--- config.mk ---
export PLATFORM = sky130hd
export DESIGN_NAME = decoder_seq_flat
export DESIGN_NICKNAME = d
export VERILOG_FILES = /design/src/rtl/decoder_seq_if.sv /design/src/rtl/decoder_seq.sv /design/src/flat_wrapper.sv
export SDC_FILE = /design/constraint.sdc
export NUM_CORES = 1
export LEC_CHECK = 0
export CAP_MARGIN = 20
export CORE_ASPECT_RATIO = 0.7
export CORE_MARGIN = 8
export CORE_UTILIZATION = 45
export DETAILED_ROUTE_END_ITERATION = 12
export HOLD_SLACK_MARGIN = 0.06
export PLACE_DENSITY = 0.67
export SLEW_MARGIN = 5
export SYNTH_ARGS = -nofsm -noshare
export SYNTH_HDL_FRONTEND = slang
export SYNTH_SLANG_ARGS = --single-unit
--- constraint.sdc ---
create_clock -name clk -period 2.7 [get_ports clk]
set_input_delay 0.27 -clock clk [delete_from_list [all_inputs] [get_ports clk]]
set_output_delay 0.27 -clock clk [all_outputs]
set_load 0.05 [all_outputs]
--- src/rtl/decoder_seq_if.sv ---
// -----------------------------------------------------------------------------
// decoder_seq_if
//
// Bundles the request handshake and the decoded-output signals of decoder_seq.
//
// Parameter
//   SEL_W     select width; the output width OUT_W = 2**SEL_W is derived here.
//
// Signals
//   in_valid    direct-mode request valid            (master -> slave)
//   in_ready    block can accept a request or start  (slave  -> master)
//   sel         code to decode                       (master -> slave)
//   en          decode enable                        (master -> slave)
//   mode        0 = direct, 1 = sweep                (master -> slave)
//   start       sweep start pulse                    (master -> slave)
//   dout        registered one-hot (or all-zero)     (slave  -> master)
//   dout_valid  one-cycle strobe for a new code      (slave  -> master)
//   busy        high while sweeping or completing    (slave  -> master)
//   done        one-cycle sweep-complete pulse       (slave  -> master)
//
// Modports
//   master  the requester side (drives in_valid/sel/en/mode/start)
//   slave   the decoder side   (drives in_ready/dout/dout_valid/busy/done)
// -----------------------------------------------------------------------------
interface decoder_seq_if #(
  parameter int SEL_W = 3
);
  localparam int OUT_W = 2**SEL_W;

  logic             in_valid;
  logic             in_ready;
  logic [SEL_W-1:0] sel;
  logic             en;
  logic             mode;
  logic             start;
  logic [OUT_W-1:0] dout;
  logic             dout_valid;
  logic             busy;
  logic             done;

  modport master (
    output in_valid,
    output sel,
    output en,
    output mode,
    output start,
    input  in_ready,
    input  dout,
    input  dout_valid,
    input  busy,
    input  done
  );

  modport slave (
    input  in_valid,
    input  sel,
    input  en,
    input  mode,
    input  start,
    output in_ready,
    output dout,
    output dout_valid,
    output busy,
    output done
  );
endinterface

--- src/rtl/decoder_seq.sv ---
// -----------------------------------------------------------------------------
// decoder_seq
//
// Registered SEL_W-to-2**SEL_W one-hot decoder with a valid/ready request
// handshake, a decode enable and an autonomous sweep mode that steps the
// one-hot output through every code (select/strobe generator and self-test
// pattern source).
//
// Parameters
//   SEL_W     select width (output width OUT_W = 2**SEL_W, not overridable)
//   STEP_CYC  dwell cycles per code while sweeping, legal range 1..255
//
// Ports
//   clk    rising-edge clock
//   rst_n  asynchronous active-low reset
//   bus    decoder_seq_if.slave: in_valid/in_ready/sel/en/mode/start in,
//          dout/dout_valid/busy/done out
//
// Optional build macro
//   DEC_ACTIVE_LOW_EN  when defined every dout bit is inverted (74x138 style):
//                      reset and "zero" outputs read all ones, the selected
//                      bit reads 0. dout_valid, busy and done are unaffected.
//
// Behaviour summary
//   IDLE : in_ready=1. A direct accept (in_valid & ~mode) loads dout with
//          1<<sel (or 0 when en=0) one cycle later with a one-cycle
//          dout_valid. mode & start enters SWEEP and takes priority.
//   SWEEP: dout = 1<<cnt, each code held STEP_CYC cycles, dout_valid on the
//          first cycle of every code, no wrap-around.
//   DONE : one cycle with done=1, busy=1, dout=0, then IDLE.
// -----------------------------------------------------------------------------
module decoder_seq #(
  parameter int SEL_W    = 3,
  parameter int STEP_CYC = 1
) (
  input  logic          clk,
  input  logic          rst_n,
  decoder_seq_if.slave  bus
);

  localparam int OUT_W = 2**SEL_W;

  // Dwell counter is 8 bits wide; an out-of-range STEP_CYC of 0 is treated
  // as 1 so the counter can never wrap through 255 unintentionally.
  localparam int          STEP_EFF   = (STEP_CYC < 1) ? 1 : STEP_CYC;
  localparam logic [7:0]  DWELL_LAST = 8'(STEP_EFF - 1);
  localparam logic [SEL_W-1:0] CNT_LAST = {SEL_W{1'b1}};

  typedef enum logic [1:0] {
    ST_IDLE  = 2'd0,
    ST_SWEEP = 2'd1,
    ST_DONE  = 2'd2
  } state_t;

  // ---------------------------------------------------------------------------
  // Helpers
  // ---------------------------------------------------------------------------
  // Exactly one bit set for any code; a single indexed write cannot produce
  // a multi-hot result.
  function automatic logic [OUT_W-1:0] onehot(input logic [SEL_W-1:0] code);
    logic [OUT_W-1:0] r;
    r       = '0;
    r[code] = 1'b1;
    return r;
  endfunction

  // Maps the internal active-high code to the pin polarity.
  function automatic logic [OUT_W-1:0] pin_level(input logic [OUT_W-1:0] v);
`ifdef DEC_ACTIVE_LOW_EN
    return ~v;
`else
    return v;
`endif
  endfunction

  // ---------------------------------------------------------------------------
  // State
  // ---------------------------------------------------------------------------
  state_t           state_q, state_d;
  logic             in_ready_q;
  logic [SEL_W-1:0] cnt_q, cnt_d;
  logic [7:0]       dwell_q, dwell_d;
  logic [OUT_W-1:0] dout_p1, dout_d;
  logic             vld_p1, vld_d;

  logic             start_acc;
  logic             direct_acc;
  logic             last_dwell;
  logic             last_code;

  // ---------------------------------------------------------------------------
  // Stage p0: next-state and next-output decision
  // ---------------------------------------------------------------------------
  always_comb begin
    state_d    = state_q;
    cnt_d      = cnt_q;
    dwell_d    = dwell_q;
    dout_d     = dout_p1;
    vld_d      = 1'b0;
    start_acc  = 1'b0;
    direct_acc = 1'b0;
    last_dwell = (dwell_q == DWELL_LAST);
    last_code  = (cnt_q == CNT_LAST);

    case (state_q)
      ST_IDLE: begin
        // in_ready_q gates acceptance so nothing is taken on the first edge
        // after reset release. Start wins over a simultaneous in_valid.
        if (in_ready_q) begin
          if (bus.mode && bus.start) begin
            start_acc = 1'b1;
          end else if (!bus.mode && bus.in_valid) begin
            direct_acc = 1'b1;
          end
        end

        if (start_acc) begin
          state_d = ST_SWEEP;
          cnt_d   = '0;
          dwell_d = '0;
          dout_d  = onehot('0);
          vld_d   = 1'b1;
        end else if (direct_acc) begin
          dout_d  = bus.en ? onehot(bus.sel) : '0;
          vld_d   = 1'b1;
        end
      end

      ST_SWEEP: begin
        if (last_dwell) begin
          dwell_d = '0;
          if (last_code) begin
            state_d = ST_DONE;
            dout_d  = '0;
          end else begin
            cnt_d  = cnt_q + 1'b1;
            dout_d = onehot(cnt_q + 1'b1);
            vld_d  = 1'b1;
          end
        end else begin
          dwell_d = dwell_q + 8'd1;
        end
      end

      ST_DONE: begin
        state_d = ST_IDLE;
        dout_d  = '0;
      end

      default: begin
        state_d = ST_IDLE;
        dout_d  = '0;
      end
    endcase
  end

  // ---------------------------------------------------------------------------
  // Stage p1: registered state and outputs
  // ---------------------------------------------------------------------------
  always_ff @(posedge clk or negedge rst_n) begin
    if (!rst_n) begin
      state_q    <= ST_IDLE;
      in_ready_q <= 1'b0;
      cnt_q      <= '0;
      dwell_q    <= '0;
      dout_p1    <= '0;
      vld_p1     <= 1'b0;
    end else begin
      state_q    <= state_d;
      in_ready_q <= (state_d == ST_IDLE);
      cnt_q      <= cnt_d;
      dwell_q    <= dwell_d;
      dout_p1    <= dout_d;
      vld_p1     <= vld_d;
    end
  end

  assign bus.in_ready   = in_ready_q;
  assign bus.dout       = pin_level(dout_p1);
  assign bus.dout_valid = vld_p1;
  assign bus.busy       = (state_q != ST_IDLE);
  assign bus.done       = (state_q == ST_DONE);

endmodule

--- src/flat_wrapper.sv ---
// flat-port wrapper written by rule: the top's interface ports become plain ports
module decoder_seq_flat 
#(
  parameter int SEL_W    = 3,
  parameter int STEP_CYC = 1
)
  (clk, rst_n, bus_in_valid, bus_sel, bus_en, bus_mode, bus_start, bus_in_ready, bus_dout, bus_dout_valid, bus_busy, bus_done);
  decoder_seq_if #(.SEL_W(SEL_W)) bus_i ();
  input  logic clk;
  input  logic rst_n;
  input wire logic [$bits(bus_i.in_valid)-1:0] bus_in_valid;
  input wire logic [$bits(bus_i.sel)-1:0] bus_sel;
  input wire logic [$bits(bus_i.en)-1:0] bus_en;
  input wire logic [$bits(bus_i.mode)-1:0] bus_mode;
  input wire logic [$bits(bus_i.start)-1:0] bus_start;
  output wire logic [$bits(bus_i.in_ready)-1:0] bus_in_ready;
  output wire logic [$bits(bus_i.dout)-1:0] bus_dout;
  output wire logic [$bits(bus_i.dout_valid)-1:0] bus_dout_valid;
  output wire logic [$bits(bus_i.busy)-1:0] bus_busy;
  output wire logic [$bits(bus_i.done)-1:0] bus_done;
  assign bus_i.in_valid = bus_in_valid;
  assign bus_i.sel = bus_sel;
  assign bus_i.en = bus_en;
  assign bus_i.mode = bus_mode;
  assign bus_i.start = bus_start;
  assign bus_in_ready = bus_i.in_ready;
  assign bus_dout = bus_i.dout;
  assign bus_dout_valid = bus_i.dout_valid;
  assign bus_busy = bus_i.busy;
  assign bus_done = bus_i.done;
  decoder_seq #(.SEL_W(SEL_W), .STEP_CYC(STEP_CYC)) u_core (.clk(clk), .rst_n(rst_n), .bus(bus_i));
endmodule
* Word-level counts from Yosys, hierarchy flattened *
Index checks and enable logic that the tools add are counted.

word-level totals
  bits in registers = 23
  input bits = 9
  logic and storage cells = 65
  output and inout bits = 12

operators by class
  equal/unequal tests = 7
  reduce and logical (&&, ||, !) cells = 13
  add/sub/neg operators = 2
  order comparisons = 4
  muxes and demuxes = 33

operators with widths
  operator                                                    number
  2-to-1 mux 8 bit                                            7
  case mux 8 bit (2 select lines)                             2
  2-to-1 mux 1 bit                                            13
  2-to-1 mux 3 bit                                            3
  adder 8 x 1 -> 8 bit, second input constant                 1
  zero test 8 bit                                             1
  less-than comparator 3 x 4 -> 1 bit, second input constant  2
  demux 1 bit (select 3 bit)                                  2
  >= comparator 3 x 1 -> 1 bit, second input constant         2
  2-to-1 mux 2 bit                                            3
  case mux 3 bit (2 select lines)                             1
  logical AND 1 bit                                           4
  zero test 2 bit                                             2
  inequality test 2 bit, second input constant                2
  case mux 2 bit (2 select lines)                             1
  AND reduction 2 bit                                         2
  AND reduction 4 bit                                         1
  nonzero test 2 bit                                          2
  adder 3 x 1 -> 3 bit, second input constant                 1
  equality test 3 bit, second input constant                  1
  inequality test 3 x 2 -> 1 bit, second input constant       1
  equality test 2 x 1 -> 1 bit, second input constant         1
  equality test 2 bit, second input constant                  1
  inequality test 2 x 1 -> 1 bit, second input constant       1
  other kinds (2)                                             2

* Depth between registers and ports, before layout *
Gate-level depths: netlist (run 1).

  depth in word-level cells = 9
  mapped depth = 7
  mapped depth without buffers = 6

* Worst setup path after synthesis (run 1) *
OpenSTA, ideal clock, no wires.

  path kind = register to register
  start point = reg u_core.dwell_q[0]
  end point = reg u_core.dout_p1[0] (netlist: u_core.bus.dout[0])
  clock period less this slack = 1.977 ns
  library setup time = 0.125 ns
  required time = 2.575 ns
  buffers on the path = 1
  arrival time = 1.853 ns
  cell stages (with the launch flop) = 8
  setup slack = 0.723 ns
  cell sequence = dfrtp_1 inv_1 ha_1 or4b_4 nor4_4 a211o_1 buf_6 mux2_2

between the ends
  cells in the longest elaborated chain, start to end = 3

RTL lines
  element                                          RTL line            RTL
  start, declared                                  decoder_seq.sv:82   logic [7:0] dwell_q, dwell_d;
  start signal, assigned                           decoder_seq.sv:172  dwell_q <= dwell_d;
  zero test 8 bit                                  decoder_seq.sv:102  last_dwell = (dwell_q == DWELL_LAST);
  inequality test 2 x 1 -> 1 bit (no source line)  n/a
  AND reduction 2 bit (no source line)             n/a
  end signal, assigned                             decoder_seq.sv:173  dout_p1 <= dout_d;
  end, declared                                    decoder_seq.sv:83   logic [OUT_W-1:0] dout_p1, dout_d;

No other way between the ends.
A chain may end at the register's enable or synchronous reset.

* Worst setup path in the final report (run 1) *
  start point = reg u_core.dwell_q[0]
  end point = reg u_core.dout_p1[7] (netlist: u_core.bus.dout[7])

The elaborated chain is that of the path after synthesis.

==> impl_metrics.ini, run 1 <==
[synthesis]
synth_nets = 138
synth_warnings = 0
synth_edf_count = 0
syn_inst = 125
synth.distinct_cells = 43
yosys-top-cells-area = dfrtp_1 (44%), mux2_2 (7.7%), ha_1 (3.8%)
synth.cell_area_um2 = 1320
synth_top_cell_by_area = dfrtp_1
syn-mean-instance-area_um2 = 10.56
synth_seq_cells = 23
yosysTopAreaCellShare_pct = 43.60
seq_area_frac_synth_pct = 43.60
synthFlopType = dfrtp_1
synthArstFlopShare_pct = 100.0

[global_route]
met1_usage_pct = 18.69
grt_usage_pct = 12.35
grt_max_degree = 24
grt-busiest-layer = met1
grt_pass1_vias = 926
grt.overflow.total = 0
grt_pass1_wl_um = 4740
grt_antenna_before_repair = 0
met2_usage_pct = 16.17
grt_use_met3_pct = 3.353

[setup_path]
path_depth = 6
r2r-start = u_core.dwell_q[0]
cp-start-kind = flop
crit_type = flop to flop
cpPeakStageDelay_ps = 500
path_cells = inv_1 > ha_1 > or4b_4 > nor4_4 > a211o_1 > mux2_2
rr_endpoint = u_core.bus.dout[7]
end_kind = flop
critPathRequiredTime_ps = 2860
cpMaxStageDelayCell = or4b_4
ff2ff_path_depth = 6
crit_family = simple AND/OR/NAND/NOR gates
critPathBufInv = 1
path_max_fanout = 8
cp.arrival_ps = 2360
r2r_slack_ps = 490

[min_path]
hold_path.class = input port to asynchronous set/reset pin

[clocking]
htree_num_levels = 1
cts_hold_buf = 0
clockRootBuffer = clkbuf_8
postCtsSetupBuffers = 0
cts.sink_count = 23
cts-resized-gates = 0
clockBufferDepth = 2
numCtsBuffers = 3
clk_pin_slew_ps = 80
insertion_delay_ps = 270
cts_tree = built

[sta]
setup_viol = 0
timing.final.crit_share_pct = 81.80
hold_viol = 0
finalCriticalPeriod_ps = 2209
worst_pin_slew_ps = 510.5
max_freq_ghz = 0.4528
rsz0062_at_grt = false
relSlewSlack_pct = 65.86
report.final.slew_viol_count = 0
tns_ps = 0
skew_ps = 2.351
timing.hold.ws_ps = 345.4

[cells_and_area]
layout_commonest_cell = dfrtp_1
final_cell_mix = dfrtp_1 (23), clkdlybuf4s50_1 (20), nand2_1 (13)
final_layout_size_suffix_gt1_share_pct = 15.28
final_cell_count_no_fill = 180
diodes = 0
area_growth_pct = 20.19
layout.nets = 158
fin_area_um2 = 1587

[route]
wire_per_inst_um = 15.44
drt_wl_total_um = 2779
drtPass1Iterations = 4
drt_iter0_drc = 135
drc = 0
dr_total_vias = 1007
ant_nets = 0
viasPerCell = 5.594

[place]
place_hpwl_um = 2151
portBuffers = 20
dpl.cell_count = 176
place_area_um2 = 1540
gp_congestion = 0.7538

[floorplanning]
die_x_um = 80.74
core_region_area_um2 = 2803
initial_core_util_pct = 47.10
die-area_um2 = 4950
num_io_pins = 21
die_h_um = 61.32
row_count = 16

[power_and_ir_drop]
p_leak_nw = 0.6920
power_density_nw_per_um2 = 1058
peakVddDrop_uv = 760.8

[run_status]
status = finished, final reports clean

[flow_run]
maxCapViolCount = 0
## cells in the mapped netlist (4+ instances only)
master and number:
inv_1 6, nand2_1 13, ha_1 4, nor2_1 6, mux2_2 9, o21ai_0 5, dfrtp_1 23, nand2b_1 5
a21oi_1 5, o22ai_1 5
## through the flow
| step | power (mW) | util [%] | setup slack [ps] |
|---|---|---|---|
| after floorplan | 1.215 | - | 722.6 |
| after global placement | 1.454 | 54.96 | 557.5 |
| after detailed placement | 1.471 | 54.96 | 495.3 |
| after CTS | 1.686 | 56.61 | 490.1 |
| after global routing | 1.793 | 56.61 | 398.7 |
| final | 1.678 | 56.61 | 491.5 |
## flip-flops by register name, indices dropped and copies added (netlist names)
register and flops:
u_core.bus.dout 8, u_core.bus.dout_valid 1, u_core.bus.in_ready 1, u_core.cnt_q 3, u_core.dwell_q 8, u_core.state_q 2
## worst register-to-register path: cells and delay by family, from the launching register on
family                   cells  cell delay, ps
buffers and inverters        1              80
multiplexers                 1             390
flip-flops                   1             430
adder cells (fa/ha/maj)      1             130
AND/OR/NAND/NOR              2             680
AO/OA/AOI/OAI                1             390
## logic make-up (layout without fill, tap and decap cells)
logic type	count (synthesis)	after routing	synth area share (%)
XOR/XNOR	1	1	0.6636
AO/OA/AOI/OAI	29	29	17.35
buffers and inverters	12	31	4.170
flip-flops	23	23	43.60
AND/OR/NAND/NOR	46	46	21.99
adder cells (fa/ha/maj)	4	4	3.792
multiplexers	10	10	8.436
## cell type report
| class | instances | area (µm²) |
|---|---|---|
| flip-flops and latches | 23 | 575.6 |
| clock inverters | 1 | 5.005 |
| inverters | 6 | 22.52 |
| fillers | 242 | 1216 |
| clock buffers | 3 | 41.29 |
| well taps | 36 | 45.04 |
| repair buffers | 21 | 207.7 |
| multi-input cells | 90 | 689.4 |
## metal layers
metal | up-vias | wire length, µm
met3 | 3 | 139
li1 | 495 | -
met1 | 485 | 1476
met5 | - | 0
met2 | 24 | 1148
met4 | 0 | 14
## worst max-delay path by stage
stage	start	end
after global placement	u_core.dwell_q[0]	u_core.bus.dout[6]
final	u_core.dwell_q[0]	u_core.bus.dout[7]
after CTS	u_core.dwell_q[0]	u_core.bus.dout[5]
after global routing	u_core.dwell_q[0]	u_core.bus.dout[0]
after detailed placement	u_core.dwell_q[0]	u_core.bus.dout[5]
after floorplan	u_core.dwell_q[0]	u_core.bus.dout[0]
## where the power goes
part           leakage, nW  switching (mW)  internal [mW]
logic                0.360           0.570          0.360
registers            0.307          0.0902          0.443
clock network       0.0255           0.112          0.103
total                0.692           0.772          0.906
Power figures use the tool's default switching activity.
==> inputs of run 2 (changes only) <==
==> constraint.sdc (replaced) <==
create_clock -name clk -period 2.25 [get_ports clk]
set_input_delay 0.225 -clock clk [delete_from_list [all_inputs] [get_ports clk]]
set_output_delay 0.225 -clock clk [all_outputs]
set_load 0.05 [all_outputs]
==> run 2 against run 1 <==
Compared with the run above:
- sequential share of layout area shrank 0.37 points
- die area is the same
- first-iteration DRC count shrank 44%
- largest cell class unchanged
- highest routed layer unchanged
- register-to-register slack lost 360 ps
- utilization grew 0.58 points
- clock skew grew 1.1 ps
- combinational power grew 22%
- routed wire length grew 1.2%
- global-route usage shrank 0.14 points
- total power grew 21%
- final cell count grew 1.1%
- sequential cell count is the same
==> impl_metrics.ini, run 2 (same netlist as run 1, synthesis figures left out) <==
[global_route]
grt_max_degree = 24
grt_antenna_before_repair = 0
grt_pass1_vias = 1022
grt_usage_pct = 12.21
grt_pass1_wl_um = 4740
grt.overflow.total = 0

[min_path]
hold_path.class = input port to asynchronous set/reset pin

[power_and_ir_drop]
peakVddDrop_uv = 810.5
power.switching_mw = 0.9305
p_comb_share_pct = 55.8
p_leak_nw = 0.7023
power_density_nw_per_um2 = 1261
p_sw_share_pct = 46.02
power.total_mw = 2.022
p_clk_share_pct = 12.5
seq_power_share_pct = 31.7
intPower_mw = 1.091

[sta]
max_freq_ghz = 0.4725
worst_pin_slew_ps = 506.3
setup_viol = 0
rsz0062_at_grt = false
timing.final.crit_share_pct = 94.07
hold_viol = 0
tns_ps = 0
worst_slack_ps = 133.5
skew_ps = 3.413
report.final.slew_viol_count = 0
finalCriticalPeriod_ps = 2116
timing.hold.ws_ps = 301.8
relSlewSlack_pct = 66.14

[place]
gp_congestion = 0.7941
place_hpwl_um = 2149
pre_cts_slack_ps = 18.95
place_area_um2 = 1555
portBuffers = 20
dpl.cell_count = 178

[floorplanning]
row_count = 16
die-area_um2 = 4950
initial_core_util_pct = 47.10
die_x_um = 80.74
num_io_pins = 21
core_region_area_um2 = 2803
die_h_um = 61.32

[setup_path]
rr_endpoint = u_core.bus.dout[2]
critPathRequiredTime_ps = 2400
cp-start-kind = flop
cpPeakStageDelay_ps = 510
cpMaxStageDelayCell = or4b_4
crit_type = flop to flop
path_max_fanout = 8
crit_family = simple AND/OR/NAND/NOR gates
end_kind = flop
r2r-start = u_core.dwell_q[1]
path_cells = inv_1 > ha_1 > or4b_4 > nor4_4 > a211o_2 > mux2_2
ff2ff_path_depth = 6
cp.arrival_ps = 2270
r2r_slack_ps = 130
critPathBufInv = 1
cp-startpoint = u_core.dwell_q[1]

[cells_and_area]
diodes = 0
finish.utilization_pct = 57.19
layout.nets = 160
final_cell_count_no_fill = 182
area_growth_pct = 21.42
final_cell_mix = dfrtp_1 (23), clkdlybuf4s50_1 (20), nand2_1 (13)
layout_commonest_cell = dfrtp_1
fillers = 236
fin_area_um2 = 1603
final_layout_size_suffix_gt1_share_pct = 17.12

[route]
dr_total_vias = 1046
drt_iter0_drc = 75
viasPerCell = 5.747
ant_nets = 0
drt_wl_total_um = 2811
wire_per_inst_um = 15.45
drtPass1Iterations = 4
drc = 0

[clocking]
clk_pin_slew_ps = 80
clockRootBuffer = clkbuf_8
numCtsBuffers = 3
cts-resized-gates = 0
htree_num_levels = 1
clockBufferDepth = 2
postCtsSetupBuffers = 0
cts_tree = built
insertion_delay_ps = 260
cts_hold_buf = 0
cts.sink_count = 23

[run_status]
status = finished, final reports clean

[flow_run]
maxCapViolCount = 0
-- run 2: worst max path at each step --
stage / cells after the start / slack (ps) / end
2_1_floorplan: 7 / 270 / u_core.bus.dout[0]
3_3_place_gp: 6 / 120 / u_core.bus.dout[6]
3_5_place_dp: 6 / 20 / u_core.bus.dout[2]
4_1_cts: 6 / 1 / u_core.bus.dout[2]
5_1_grt: 6 / 40 / u_core.bus.dout[2]
6_report: 6 / 130 / u_core.bus.dout[2]
-- run 2: layout make-up --
| type | instances | area [µm²] | area share [%] |
|---|---|---|---|
| Clock buffer | 3 | 41.29 | 2.576 |
| Tap cell | 36 | 45.04 | 2.810 |
| Clock inverter | 1 | 5.005 | 0.3123 |
| Sequential cell | 23 | 575.6 | 35.91 |
| Timing Repair Buffer | 23 | 222.7 | 13.90 |
| Multi-Input combinational cell | 90 | 690.7 | 43.09 |
| Inverter | 6 | 22.52 | 1.405 |
-- run 2: metal layers --
| metal | routed length (µm) | GRT usage, % | vias up |
|---|---|---|---|
| met5 | 0 | 0 | - |
| met4 | 30 | 3.797 | 0 |
| met2 | 1299 | 19.13 | 28 |
| met1 | 1327 | 16.02 | 513 |
| met3 | 153 | 3.353 | 4 |
| li1 | - | - | 501 |
-- run 2: power by group through the flow --
stage                     logic (mW)  clock network [mW]  registers [mW]
after floorplan                0.566                   0           0.892
after global placement          1.11                   0           0.638
after detailed placement        1.12                   0           0.647
after CTS                       1.13               0.261           0.639
after global routing            1.22               0.270           0.659
final                           1.13               0.254           0.640
==> inputs of run 3 (changes only) <==
--- a/config.mk
+++ b/config.mk
@@ -9,6 +9,7 @@
 export CORE_ASPECT_RATIO = 0.7
 export CORE_MARGIN = 8
 export CORE_UTILIZATION = 45
+export CTS_BUF_LIST = sky130_fd_sc_hd__clkbuf_8
 export DETAILED_ROUTE_END_ITERATION = 12
 export HOLD_SLACK_MARGIN = 0.06
 export PLACE_DENSITY = 0.67
==> results of run 3 <==
Same layout as run 2: the final DEF is identical, and so are final timing and power.
